==> config.mk <==
export PLATFORM = sky130hd
export DESIGN_NAME = biquad_cascade_sequencer_flat
export DESIGN_NICKNAME = d
export VERILOG_FILES = /design/src/rtl/biquad_cascade_sequencer_if.sv /design/src/rtl/biquad_cascade_sequencer.sv /design/src/flat_wrapper.sv
export SDC_FILE = /design/constraint.sdc
export NUM_CORES = 2
export LEC_CHECK = 0
export ABC_AREA = 0
export CORE_UTILIZATION = 35
export DETAILED_ROUTE_END_ITERATION = 8
export SYNTH_ARGS = -nofsm -noshare
export SYNTH_HDL_FRONTEND = slang
export SYNTH_SLANG_ARGS = --single-unit
==> constraint.sdc <==
create_clock -name clk -period 13.6 [get_ports clk]
set_clock_uncertainty 0.05 [all_clocks]
set_input_delay 2.72 -clock clk [delete_from_list [all_inputs] [get_ports clk]]
set_output_delay 2.72 -clock clk [all_outputs]
set_load 0.03 [all_outputs]
==> src/rtl/biquad_cascade_sequencer_if.sv <==
// Sample, coefficient and status signals between the host and the biquad cascade sequencer.
// The host drives through the master modport. The sequencer drives through the slave modport.
interface biquad_cascade_sequencer_if #(
    parameter int DATA_W = 16,
    parameter int COEF_W = 16,
    parameter int ADDR_W = 5
);
    logic signed [DATA_W-1:0] sample_in;
    logic                     sample_in_valid;
    logic                     sample_in_ready;
    logic signed [DATA_W-1:0] sample_out;
    logic                     sample_out_valid;
    logic                     coef_wr_en;
    logic        [ADDR_W-1:0] coef_wr_addr;
    logic signed [COEF_W-1:0] coef_wr_data;
    logic                     coef_commit;
    logic                     commit_pending;
    logic        [7:0]        overrun_count;

    modport master (
        output sample_in, sample_in_valid, coef_wr_en, coef_wr_addr, coef_wr_data, coef_commit,
        input  sample_in_ready, sample_out, sample_out_valid, commit_pending, overrun_count
    );

    modport slave (
        input  sample_in, sample_in_valid, coef_wr_en, coef_wr_addr, coef_wr_data, coef_commit,
        output sample_in_ready, sample_out, sample_out_valid, commit_pending, overrun_count
    );
endinterface

==> src/rtl/biquad_cascade_sequencer.sv <==
// Time-multiplexed biquad cascade controller that shares one MAC across NUM_STAGES stages.
// It holds a double-buffered coefficient bank. A commit only takes effect at a sample boundary.
//
//   state | meaning
//   IDLE  | waiting for a sample strobe, sample_in_ready high
//   MAC   | accumulating one tap per clock (b0,b1,b2,a1,a2) for the current stage
//   WB    | shift/saturate result, update stage history, advance or emit output
module biquad_cascade_sequencer #(
    parameter int NUM_STAGES = 4,
    parameter int DATA_W     = 16,
    parameter int COEF_W     = 16,
    parameter int COEF_FRAC  = 14,
    parameter int ACC_W      = 40,
    parameter int ADDR_W     = $clog2(5*NUM_STAGES)
) (
    input logic clk,
    input logic reset,
    biquad_cascade_sequencer_if.slave bus
);
    localparam int NUM_COEF = 5*NUM_STAGES;
    localparam int STG_W    = (NUM_STAGES > 1) ? $clog2(NUM_STAGES) : 1;
    localparam int PROD_W   = COEF_W + DATA_W;
    localparam logic signed [COEF_W-1:0] COEF_ONE = COEF_W'(2**COEF_FRAC);
    localparam logic signed [DATA_W-1:0] Y_MAX = {1'b0, {(DATA_W-1){1'b1}}};
    localparam logic signed [DATA_W-1:0] Y_MIN = {1'b1, {(DATA_W-1){1'b0}}};

    typedef enum logic [1:0] {IDLE, MAC, WB} state_t;

    state_t                   state;
    logic [STG_W-1:0]         stage;
    logic [2:0]               tap;
    logic signed [ACC_W-1:0]  acc;
    logic signed [DATA_W-1:0] x_cur;
    logic signed [DATA_W-1:0] x1 [NUM_STAGES];
    logic signed [DATA_W-1:0] x2 [NUM_STAGES];
    logic signed [DATA_W-1:0] y1 [NUM_STAGES];
    logic signed [DATA_W-1:0] y2 [NUM_STAGES];
    logic signed [COEF_W-1:0] coef_act [NUM_COEF];
    logic signed [COEF_W-1:0] coef_shd [NUM_COEF];
    logic signed [DATA_W-1:0] sample_out_r;
    logic                     sample_out_valid_r;
    logic                     commit_pending_r;
    logic [7:0]               overrun_count_r;

    logic [ADDR_W-1:0]        coef_idx;
    logic signed [COEF_W-1:0] coef_sel;
    logic signed [DATA_W-1:0] data_sel;
    logic signed [PROD_W-1:0] prod;
    logic signed [ACC_W-1:0]  prod_ext;
    logic signed [ACC_W-1:0]  acc_sh;
    logic [ACC_W-DATA_W:0]    acc_upper;
    logic signed [DATA_W-1:0] y_sat;
    logic                     last_stage;
    logic                     commit_now;

    always_comb begin
        coef_idx = ADDR_W'(stage) * ADDR_W'(5) + ADDR_W'(tap);
        coef_sel = coef_act[coef_idx];
        case (tap)
            3'd0:    data_sel = x_cur;
            3'd1:    data_sel = x1[stage];
            3'd2:    data_sel = x2[stage];
            3'd3:    data_sel = y1[stage];
            default: data_sel = y2[stage];
        endcase
        prod     = coef_sel * data_sel;
        prod_ext = {{(ACC_W-PROD_W){prod[PROD_W-1]}}, prod};
        // Floor shift, then clamp unless the upper bits are a pure sign extension.
        acc_sh    = acc >>> COEF_FRAC;
        acc_upper = acc_sh[ACC_W-1:DATA_W-1];
        if ((&acc_upper) || !(|acc_upper)) y_sat = acc_sh[DATA_W-1:0];
        else                               y_sat = acc_sh[ACC_W-1] ? Y_MIN : Y_MAX;
        last_stage = (stage == STG_W'(NUM_STAGES-1));
        commit_now = (commit_pending_r || bus.coef_commit) &&
                     ((state == IDLE) || ((state == WB) && last_stage));
    end

    always_ff @(posedge clk or negedge reset) begin
        if (!reset) begin
            state              <= IDLE;
            stage              <= '0;
            tap                <= '0;
            acc                <= '0;
            x_cur              <= '0;
            sample_out_r       <= '0;
            sample_out_valid_r <= 1'b0;
            commit_pending_r   <= 1'b0;
            overrun_count_r    <= '0;
            for (int i = 0; i < NUM_STAGES; i++) begin
                x1[i] <= '0;
                x2[i] <= '0;
                y1[i] <= '0;
                y2[i] <= '0;
            end
            for (int i = 0; i < NUM_COEF; i++) begin
                coef_act[i] <= (i % 5 == 0) ? COEF_ONE : '0;
                coef_shd[i] <= (i % 5 == 0) ? COEF_ONE : '0;
            end
        end else begin
            sample_out_valid_r <= 1'b0;
            // Copy takes the shadow contents from before any write on this same edge.
            if (commit_now) coef_act <= coef_shd;
            if (bus.coef_wr_en && (int'(bus.coef_wr_addr) < NUM_COEF))
                coef_shd[bus.coef_wr_addr] <= bus.coef_wr_data;
            commit_pending_r <= commit_now ? 1'b0 : (commit_pending_r || bus.coef_commit);
            if (bus.sample_in_valid && (state != IDLE) && (overrun_count_r != 8'hFF))
                overrun_count_r <= overrun_count_r + 8'd1;

            case (state)
                IDLE: begin
                    if (bus.sample_in_valid) begin
                        x_cur <= bus.sample_in;
                        stage <= '0;
                        tap   <= '0;
                        acc   <= '0;
                        state <= MAC;
                    end
                end
                MAC: begin
                    acc <= (tap < 3'd3) ? (acc + prod_ext) : (acc - prod_ext);
                    if (tap == 3'd4) state <= WB;
                    else             tap   <= tap + 3'd1;
                end
                WB: begin
                    x2[stage] <= x1[stage];
                    x1[stage] <= x_cur;
                    y2[stage] <= y1[stage];
                    y1[stage] <= y_sat;
                    x_cur     <= y_sat;
                    acc       <= '0;
                    tap       <= '0;
                    if (last_stage) begin
                        sample_out_r       <= y_sat;
                        sample_out_valid_r <= 1'b1;
                        state              <= IDLE;
                    end else begin
                        stage <= stage + 1'b1;
                        state <= MAC;
                    end
                end
                default: state <= IDLE;
            endcase
        end
    end

    assign bus.sample_in_ready  = (state == IDLE);
    assign bus.sample_out       = sample_out_r;
    assign bus.sample_out_valid = sample_out_valid_r;
    assign bus.commit_pending   = commit_pending_r;
    assign bus.overrun_count    = overrun_count_r;
endmodule

==> src/flat_wrapper.sv <==
// flat-port wrapper written by rule: the top's interface ports become plain ports
module biquad_cascade_sequencer_flat 
#(
    parameter int NUM_STAGES = 4,
    parameter int DATA_W     = 16,
    parameter int COEF_W     = 16,
    parameter int COEF_FRAC  = 14,
    parameter int ACC_W      = 40,
    parameter int ADDR_W     = $clog2(5*NUM_STAGES)
)
  (clk, reset, bus_sample_in, bus_sample_in_valid, bus_coef_wr_en, bus_coef_wr_addr, bus_coef_wr_data, bus_coef_commit, bus_sample_in_ready, bus_sample_out, bus_sample_out_valid, bus_commit_pending, bus_overrun_count);
  biquad_cascade_sequencer_if #(.DATA_W(DATA_W), .COEF_W(COEF_W), .ADDR_W(ADDR_W)) bus_i ();
  input logic clk;
  input logic reset;
  input wire logic [$bits(bus_i.sample_in)-1:0] bus_sample_in;
  input wire logic [$bits(bus_i.sample_in_valid)-1:0] bus_sample_in_valid;
  input wire logic [$bits(bus_i.coef_wr_en)-1:0] bus_coef_wr_en;
  input wire logic [$bits(bus_i.coef_wr_addr)-1:0] bus_coef_wr_addr;
  input wire logic [$bits(bus_i.coef_wr_data)-1:0] bus_coef_wr_data;
  input wire logic [$bits(bus_i.coef_commit)-1:0] bus_coef_commit;
  output wire logic [$bits(bus_i.sample_in_ready)-1:0] bus_sample_in_ready;
  output wire logic [$bits(bus_i.sample_out)-1:0] bus_sample_out;
  output wire logic [$bits(bus_i.sample_out_valid)-1:0] bus_sample_out_valid;
  output wire logic [$bits(bus_i.commit_pending)-1:0] bus_commit_pending;
  output wire logic [$bits(bus_i.overrun_count)-1:0] bus_overrun_count;
  assign bus_i.sample_in = bus_sample_in;
  assign bus_i.sample_in_valid = bus_sample_in_valid;
  assign bus_i.coef_wr_en = bus_coef_wr_en;
  assign bus_i.coef_wr_addr = bus_coef_wr_addr;
  assign bus_i.coef_wr_data = bus_coef_wr_data;
  assign bus_i.coef_commit = bus_coef_commit;
  assign bus_sample_in_ready = bus_i.sample_in_ready;
  assign bus_sample_out = bus_i.sample_out;
  assign bus_sample_out_valid = bus_i.sample_out_valid;
  assign bus_commit_pending = bus_i.commit_pending;
  assign bus_overrun_count = bus_i.overrun_count;
  biquad_cascade_sequencer #(.NUM_STAGES(NUM_STAGES), .DATA_W(DATA_W), .COEF_W(COEF_W), .COEF_FRAC(COEF_FRAC), .ACC_W(ACC_W), .ADDR_W(ADDR_W)) u_core (.clk(clk), .reset(reset), .bus(bus_i));
endmodule
==> impl_metrics.ini <==
[status]
outcome = finished, final reports clean

[clock_network]
clk_latency_ns = 0.70
root_buffer = clkbuf_16
cts.reportedPaths.clkPinSlew_ns = 0.06
cts_setup_buffers = 0
clock_path_buffers = 3
cts.sinks = 969
cts_resized = 0
htreeDepth = 3
hold_buffers = 0
cts_buffers = 99
tritoncts = built

[worst_setup_path]
crit_slowest_cell = dfrtp_4
critPathKind = flop to flop
worst_ep_arrival_time_ns = 13.28
start_kind = flop
cpMostUsedCell = fa_1
max_stage_delay_ns = 0.69
endpoint_kind = flop
r2r_cells = 43
cp_max_fo = 21
crit_required_ns = 14.15

[global_routing]
gr-usage-all-layers = 0.1692
grt_max_degree = 186
antenna_found_initial = 4
grt_pass1_vias = 34710
gr-total-overflow = 0
grt_pass1_wl_mm = 207.6

[route]
num_vias = 32960
drcViolationCount = 0
wire_per_inst_um = 20.50
via_per_inst = 5.188
first_iter_violations = 1865
drt_pre_antenna_iters = 5
antenna_left = 0
wirelength_mm = 130.2

[synthesis]
ys_ff_latch = 969
syn_avg_cell_area_um2 = 12.67
syn-cell-area_um2 = 53870
synth-edff-count = 0
synth_top_area_share = 0.4464
synth-main-ff-cell = dfrtp_1
syn_nets = 4696
seq_area_frac_synth = 0.4503
ys_warn_count = 0
async_flop_share = 1.000
yosys.area.top_type = dfrtp_1
synth.area.top_cells = dfrtp_1 45%, mux2_2 18%, fa_1 9.8%
yosysUniqueCellTypes = 97
syn_inst = 4252

[sta]
fmax_ghz = 0.07853
rsz0062_at_grt = false
min_period_over_period = 0.9363
relSlewSlack = 0.1926
maxSlewViolCount = 0
setup_tns_ns = 0
setup_viol = 0
hold_viol_final = 0
worst_pin_slew_ns = 1.211
fin_crit_ns = 12.73

[final_layout]
num-nets-final = 4685
drive_above_1_share = 0.3027
syn2layout_area_growth_pct = 11.74
n_fill_cell = 14360

[place]
globalplace.congestion = 0.8745
port_buffers = 68
dp_hpwl_mm = 86.19

[floorplan]
io_pins = 69
rows = 143
die-area_um2 = 155500
core_um2 = 152400
start_util = 0.3534
die_x_um = 394.3
die_h_um = 394.3

[job]
maxCapViolCount = 0

[min_path]
hold_class = flop to flop
min_path_cells = 2
## layout make-up
type,instances,area [um2],area share
Multi-Input combinational cell,2711,27530,0.4573
Sequential cell,969,24270,0.4031
Clock buffer,150,2889,0.04800
Tap cell,2030,2540,0.04220
Timing Repair Buffer,141,1321,0.02195
Inverter,319,1197,0.01989
Clock inverter,31,445.4,0.007400
Antenna cell,2,5.005,0.00008315
## cell families (layout without fill, tap and decap cells)
kind of cell / count (synthesis) / count (layout) / synth area share
other: 0 / 2 / 0
buffers and inverters: 572 / 641 / 0.04172
DFF: 969 / 969 / 0.4503
AOI/OAI and AO/OA: 494 / 494 / 0.06009
adders and majority gates: 402 / 402 / 0.1303
muxes: 1007 / 1007 / 0.2400
xor gates and xnor gates: 103 / 103 / 0.01675
and+or+nand+nor: 705 / 705 / 0.06083
## layer usage
metal  track usage  part of all wire  vias to the layer above
met5             0           0.00029                        -
met4       0.04294             0.023                        6
met3       0.03138             0.052                      187
met2        0.2724              0.47                      668
met1        0.2345              0.45                    17370
li1              -                 -                    14730
## critical path, delay by kind of cell (launching register included)
family / cells / cell delay (ns)
compound gates: 15 / 4.07
xor+xnor: 2 / 0.56
fa+ha+maj: 11 / 4.59
buf+inv: 5 / 0.69
flops: 1 / 0.69
mux: 1 / 0.34
simple gates: 9 / 1.65
## synth_stat cells, types with 8 or more instances
library cell and instances:
nand2_1 225, nor3_1 29, mux2i_1 18, nand2b_1 48
xnor2_1 60, ha_1 137, a22oi_1 41, dfrtp_1 961
buf_4 16, o211ai_1 8, nand4_1 9, and3_1 10
o22ai_1 17, buf_2 10, and2_1 16, fa_1 265
inv_1 317, nand3_1 28, buf_1 17, nor2_1 239
a31o_2 11, clkbuf_1 207, o21a_1 13, a21o_1 28
or2_2 17, nor2b_1 37, a31oi_1 18, xor2_1 43
mux2_2 846, a21oi_1 118, o21ai_0 147, dfstp_2 8
mux4_2 143, o22a_1 22
## layout by cell type (no fill, tap or decap), types with 7 or more instances in the layout
| cell | instances |
|---|---|
| mux2i_1 | 18 |
| nor2_1 | 238 |
| fa_1 | 265 |
| bufinv_16 | 7 |
| xor2_1 | 42 |
| a31o_2 | 11 |
| clkbuf_8 | 22 |
| o22a_1 | 22 |
| a31oi_1 | 12 |
| o211ai_1 | 8 |
| or2_2 | 17 |
| o21ai_0 | 147 |
| a22oi_1 | 41 |
| clkbuf_16 | 99 |
| and2_1 | 16 |
| nor3_1 | 27 |
| nand2b_1 | 48 |
| buf_4 | 66 |
| a21oi_1 | 118 |
| ha_1 | 135 |
| dfstp_2 | 8 |
| a21o_1 | 28 |
| xnor2_1 | 60 |
| and3_1 | 9 |
| clkbuf_1 | 29 |
| inv_1 | 317 |
| o21a_1 | 13 |
| nand3_1 | 28 |
| clkdlybuf4s50_1 | 67 |
| clkinv_2 | 13 |
| mux4_2 | 143 |
| dfrtp_1 | 959 |
| mux2_2 | 846 |
| nand4_1 | 9 |
| nand2_1 | 220 |
| buf_12 | 7 |
| nor2b_1 | 36 |
| o22ai_1 | 17 |
## flip-flops by register name, summed over array words and instances, names as in the netlist, 3 cells and up
register                  flops
u_core.acc                   40
u_core.bus.overrun_count      8
u_core.y2                    64
u_core.x2                    64
u_core.coef_act             320
u_core.x_cur                 16
u_core.coef_shd             320
u_core.y1                    64
u_core.x1                    64
u_core.tap                    3
## stage by stage
step	instances	area [um2]	hold WS [ns]	worst slack, ns	util
after floorplan	4252	53870	0.3946	1.889	-
after global placement	6170	56850	0.4059	1.127	0.3729
after detailed placement	6170	56850	0.4162	0.9180	0.3729
after CTS	6351	60180	0.4292	0.8879	0.3948
after global routing	6351	60190	0.4496	0.1474	0.3948
final	6353	60190	0.4263	0.8664	0.3949
## worst paths after layout
check | start | end | slack (ns)
min in group asynchronous | reset | u_core.y1[10]$_DFFE_PN0P_ | 1.98
worst min register to register | u_core.y1[17]$_DFFE_PN0P_ | u_core.y1[17]$_DFFE_PN0P_ | 0.43
worst max register to register | u_core.stage[0]$_DFFE_PN0P_ | u_core.acc[39]$_DFFE_PN0P_ | 0.87
max in group asynchronous | reset | u_core.coef_shd[117]$_DFFE_PN0P_ | 9.31
worst max-delay path | u_core.stage[0]$_DFFE_PN0P_ | u_core.acc[39]$_DFFE_PN0P_ | 0.87
worst min-delay path | u_core.y1[17]$_DFFE_PN0P_ | u_core.y1[17]$_DFFE_PN0P_ | 0.43
Power is left out: the tool's default activity adds up to more than one toggle a clock period on the data nets, which glitch-free logic cannot reach.
